**src/rtl/register16_bank_arb.sv**
```systemverilog
// register16_bank_arb: NREG x 16-bit register bank shared by NREQ writers
// through a round-robin arbiter, one registered read port and a wrapping
// write counter.
//
// Build option: define REGBANK_LOCK_EN to let the current owner hold the
// grant via its lock bit for up to 16 consecutive grants. Without it the
// lock port is ignored and arbitration is pure round-robin.
//
// state | meaning
// IDLE  | no owner, grant = 0
// GRANT | one requester owns the bank; its write commits at the cycle's end
module register16_bank_arb #(
    parameter  int NREQ = 4,
    parameter  int NREG = 4,
    localparam int AW   = $clog2(NREG),
    localparam int IW   = $clog2(NREQ)
) (
    input  logic               clk,
    input  logic               reset,
    input  logic [NREQ-1:0]    req,
    input  logic [NREQ-1:0]    lock,
    input  logic [NREQ*AW-1:0] waddr,
    input  logic [NREQ*16-1:0] wdata,
    output logic [NREQ-1:0]    grant,
    output logic               busy,
    input  logic [AW-1:0]      rd_addr,
    output logic [15:0]        rd_data,
    output logic [7:0]         wr_count
);

    localparam logic [0:0] ST_IDLE  = 1'b0;
    localparam logic [0:0] ST_GRANT = 1'b1;

    logic [0:0]        state;
    logic [IW-1:0]     ptr;
    logic [IW-1:0]     gidx;
    logic [15:0]       regs [NREG];

    logic [IW-1:0]     adv_ptr;
    logic [IW-1:0]     base;
    logic [2*NREQ-1:0] req_dbl;
    logic [NREQ-1:0]   req_rot;
    logic [IW:0]       win_sum;
    logic              win_found;
    logic [IW-1:0]     win_idx;
    logic [NREQ-1:0]   win_onehot;
    logic [AW-1:0]     sel_addr;
    logic [15:0]       sel_data;
    logic              lock_keep;

    assign busy = (state == ST_GRANT);

    // Round-robin search: rotate req so the base pointer lands at bit 0,
    // take the lowest set bit, then map it back to a requester index.
    always_comb begin
        adv_ptr    = (gidx == IW'(NREQ - 1)) ? '0 : gidx + 1'b1;
        base       = (state == ST_GRANT) ? adv_ptr : ptr;
        req_dbl    = {req, req} >> base;
        req_rot    = req_dbl[NREQ-1:0];
        win_found  = |req_rot;
        win_sum    = '0;
        for (int j = NREQ - 1; j >= 0; j--) begin
            if (req_rot[j]) win_sum = {1'b0, base} + (IW+1)'(j);
        end
        win_idx    = (win_sum >= (IW+1)'(NREQ)) ? IW'(win_sum - (IW+1)'(NREQ))
                                                : win_sum[IW-1:0];
        win_onehot = '0;
        win_onehot[win_idx] = 1'b1;
    end

    // Select the owning requester's address and data lanes.
    always_comb begin
        sel_addr = '0;
        sel_data = '0;
        for (int i = 0; i < NREQ; i++) begin
            if (gidx == IW'(i)) begin
                sel_addr = waddr[i*AW +: AW];
                sel_data = wdata[i*16 +: 16];
            end
        end
    end

`ifdef REGBANK_LOCK_EN
    logic [3:0] lock_cnt;

    // Owner keeps the bank while it asks for it, capped at 16 grants in a row.
    assign lock_keep = (state == ST_GRANT) && lock[gidx] && req[gidx]
                       && (lock_cnt != 4'd15);

    // Counts extra grants taken by the current owner; cleared on hand-over.
    always_ff @(posedge clk or negedge reset) begin
        if (!reset) begin
            lock_cnt <= '0;
        end else if (state == ST_GRANT) begin
            lock_cnt <= lock_keep ? lock_cnt + 4'd1 : 4'd0;
        end
    end
`else
    logic unused_lock;

    assign lock_keep   = 1'b0;
    assign unused_lock = ^lock;
`endif

    // Arbiter FSM, write commit, read port and write counter.
    always_ff @(posedge clk or negedge reset) begin
        if (!reset) begin
            state    <= ST_IDLE;
            grant    <= '0;
            gidx     <= '0;
            ptr      <= '0;
            rd_data  <= '0;
            wr_count <= '0;
            for (int i = 0; i < NREG; i++) regs[i] <= '0;
        end else begin
            rd_data <= regs[rd_addr];
            case (state)
                ST_IDLE: begin
                    if (win_found) begin
                        state <= ST_GRANT;
                        grant <= win_onehot;
                        gidx  <= win_idx;
                    end
                end
                default: begin
                    // The grant cycle is the commit, whether or not req is still up.
                    regs[sel_addr] <= sel_data;
                    wr_count       <= wr_count + 8'd1;
                    if (!lock_keep) begin
                        ptr <= adv_ptr;
                        if (win_found) begin
                            grant <= win_onehot;
                            gidx  <= win_idx;
                        end else begin
                            state <= ST_IDLE;
                            grant <= '0;
                        end
                    end
                end
            endcase
        end
    end

endmodule

```
**config.mk**
```make
export PLATFORM = sky130hd
export DESIGN_NAME = register16_bank_arb
export DESIGN_NICKNAME = d
export VERILOG_FILES = /design/src/rtl/register16_bank_arb.sv
export SDC_FILE = /design/constraint.sdc
export NUM_CORES = 1
export LEC_CHECK = 0
export ABC_AREA = 1
export BUFFER_PORTS_ARGS = -buffer_cell sky130_fd_sc_hd__buf_2
export CORE_MARGIN = 10
export CORE_UTILIZATION = 49
export DETAILED_ROUTE_END_ITERATION = 16
export PLACE_DENSITY = 0.84
export SLEW_MARGIN = 20
export SYNTH_ARGS = -nofsm -noshare
export SYNTH_HDL_FRONTEND = slang
export SYNTH_SLANG_ARGS = --single-unit
```
**constraint.sdc**
```tcl
create_clock -name clk -period 2.07 [get_ports clk]
set_input_delay 0.3105 -clock clk [delete_from_list [all_inputs] [get_ports clk]]
set_output_delay 0.3105 -clock clk [all_outputs]
set_load 0.03 [all_outputs]
```
==> impl_metrics.toml <==
[run_status]
outcome = "finished clean"

[grt]
grtUsageTotal_pct = 19.71
grt_start_max_net_pins = 78
antenna_found_initial = 0
grt-ovfl-total = 0
grt_pass1_wl_um = 23910
first_global_vias = 4968

[synthesis]
synth_common_cells = "225 x nand2_1, 97 x dfrtp_1, 96 x o21ai_0"
synthArstFlopShare_pct = 100.0
syn_inst = 636
syn-num-nets = 725
synth_top_area_cell = "dfrtp_1"
ys_ff_latch = 97
ys_warn_count = 0
ys_types = 36
ys.flop_type = "dfrtp_1"
synthMostInstantiatedCell = "nand2_1"
syn_area_per_cell_um2 = 7.792
synth_edf_count = 0
synth_area_um2 = 4956
synthTopCellsByArea = "dfrtp_1 49%, nand2_1 17%, o21ai_0 9.7%, o21ai_1 3.5%, nor2_1 2.9%"
seq_area_frac_synth_pct = 48.98
synth_top_area_share_pct = 48.98

[timing]
period_needed_ns = 2.040
setup_viol = 0
max_slew_margin_pct = 62.95
rsz0062_at_grt = "true"
tightest_slew_ns = 0.5552
clock.fmax_mhz = 490.3
maxSlewViolCount = 0
tns_ns = 0
fin_crit_sh_pct = 98.54
clock_skew_ns = 0.01110
hold_viol = 0
holdWs_ns = 0.3690

[setup_path]
crit_path_end_kind = "register"
crit_required_ns = 2.38
arrival_ns = 2.35
worstPathMaxFanout = 8
critical_path_class = "register to register"
worst_setup_path_start_kind = "register"

[place]
numPortBuffers = 108
dp_hpwl_um = 9797
gp_congestion = 0.8713
placed_area_um2 = 5801
dpl.cell_count = 876

[drt]
routed_wl_um = 14790
postRouteAntennaNets = 0
firstDrtPassIters = 5
drc_errors = 0
post_drt_wl_per_cell_um = 16.43
viasPerCell = 5.530
vias = 4977
drt_iter0_drc = 570

[power]
switchingPower_w = 0.006260
p_sw_share_pct = 50.15
clockPowerShare_pct = 10.3
power.internal_w = 0.006222
vdd.ir_drop.worst_mv = 1.156
p_leak_nw = 3.217
seqPwrFrac_pct = 25.4
combPwrFrac_pct = 64.3
power_density_nw_per_um2 = 2002

[final_layout]
final_area_um2 = 6235
final_net_count = 851
post-route-util_pct = 63.49
stdcell_count = 900
diodes = 0
drive_gt1_share_pct = 27.64
area_growth_pct = 25.80

[floorplanning]
num_rows = 36
start_util_pct = 50.47
die_x_um = 120.6
pin_count = 113
die-area_um2 = 14540
die_h_um = 120.6
coreArea_um2 = 9819

[clock_tree]
cts.sinks = 97
clk_path_buf_depth = 2
cts_tree = "done"
cts_max_level = 3
clk_pin_slew_ns = 0.10
clk_latency_ns = 0.37
cts-buffers-inserted = 9
clock-root-buffer = "clkbuf_8"

[flow_run]
drv_cap = 0

[worst_hold_path]
worstHoldPathType = "input pin to asynchronous set/reset pin"
-- cells by family after synthesis --
logic type               after synthesis  share of synthesized area, %
buffers and inverters                 59                         5.630
flip-flops                            97                         48.98
AO/OA/AOI/OAI                        171                         18.20
AND/OR/NAND/NOR                      297                         24.69
XOR/XNOR                               7                         1.237
adder cells (fa/ha/maj)                5                         1.262
-- area by class of cell --
class	instances	area, µm²
well taps	133	166.4
fillers	850	3585
clock inverters	6	73.82
multi-input cells	482	2390
flip-flops and latches	97	2429
clock buffers	10	127.6
inverters	23	93.84
repair buffers	149	954.7
-- final timing paths --
| kind | endpoint | startpoint | cells past startpoint | slack, ns |
|---|---|---|---|---|
| setup / recovery | regs[2] | gidx[0] | 12 | 0.03 |
| hold / removal | regs[44] | reset | 2 | 0.37 |
| setup reg to reg | regs[2] | gidx[0] | 12 | 0.03 |
| hold reg to reg | wr_count[7] | wr_count[7] | 1 | 0.47 |
| max in group asynchronous | gidx[0] | reset | 3 | 0.99 |
| min in group clk | regs[51] | wdata[51] | 5 | 0.37 |
-- flip-flops by register name, summed over array words and instances, names as in the netlist --
signal,count
regs,64
rd_data,16
wr_count,8
grant,4
gidx,2
ptr,2
busy,1
-- cell usage in the layout (no fill, tap or decap), drive strengths merged --
cell | Yosys | layout
nand2 | 229 | 229
nor3 | 1 | 1
o21ai | 132 | 132
inv | 23 | 26
xnor2 | 1 | 1
clkbuf | 21 | 12
or2 | 1 | 1
xor2 | 6 | 6
dlygate4sd3 | 0 | 1
o21bai | 1 | 1
o21a | 2 | 2
nor3b | 1 | 1
a21oi | 18 | 18
clkinvlp | 0 | 2
o22ai | 17 | 17
o211ai | 1 | 1
nand4 | 2 | 2
nand3b | 2 | 2
and2 | 1 | 1
buf | 15 | 146
ha | 5 | 5
nor2 | 43 | 45
dfrtp | 97 | 97
bufinv | 0 | 1
nand3 | 17 | 17
-- worst max-delay path, cell delays in order, from the launching register on --
cell and delay [ns]:
dfrtp_2 0.47, inv_4 0.09, ha_4 0.14, inv_2 0.04, nor2_4 0.09, nand2_2 0.06, a21oi_2 0.12, o22ai_2 0.08
or2_4 0.27, buf_12 0.16, nor2_4 0.24, nand2_1 0.11, nand2_1 0.09
-- power groups by stage --
| stage | Sequential (W) | Combinational [W] | Clock (W) |
|---|---|---|---|
| finish | 0.00317 | 0.00803 | 0.00128 |
| floorplan | 0.00347 | 0.00440 | 0 |
| CTS | 0.00313 | 0.00719 | 0.00129 |
| global route | 0.00326 | 0.00889 | 0.00135 |
| detailed placement | 0.00316 | 0.00708 | 0 |
| global placement | 0.00312 | 0.00680 | 0 |
-- metal layers --
layer	part of all wire (%)	global-route usage, %	wire [µm]	vias up
met1	42	25.82	6192	2311
li1	-	-	-	2354
met3	9.0	4.514	1334	28
met2	47	31.57	6981	284
met5	0	0	0	-
met4	1.9	6.486	282	0
-- metrics by stage --
| step | setup WS (ns) | total power (W) |
|---|---|---|
| final | 0.03031 | 0.01248 |
| after global placement | 0.06806 | 0.009915 |
| after detailed placement | -0.02720 | 0.01025 |
| after CTS | 0.02329 | 0.01161 |
| after floorplan | 0.1546 | 0.007876 |
| after global routing | -0.05117 | 0.01350 |
-- repair_timing --
action / CTS / global route
cloned: 1 / 3
setup endpoints to repair: 21 / 68
hold endpoints to repair: 20 / 0
resized for setup: 2 / 37
hold buffers: 1 / 0
pin swaps: 1 / 7
buffers inserted: 1 / 2
No activity file was read; power rests on OpenSTA's default activity.
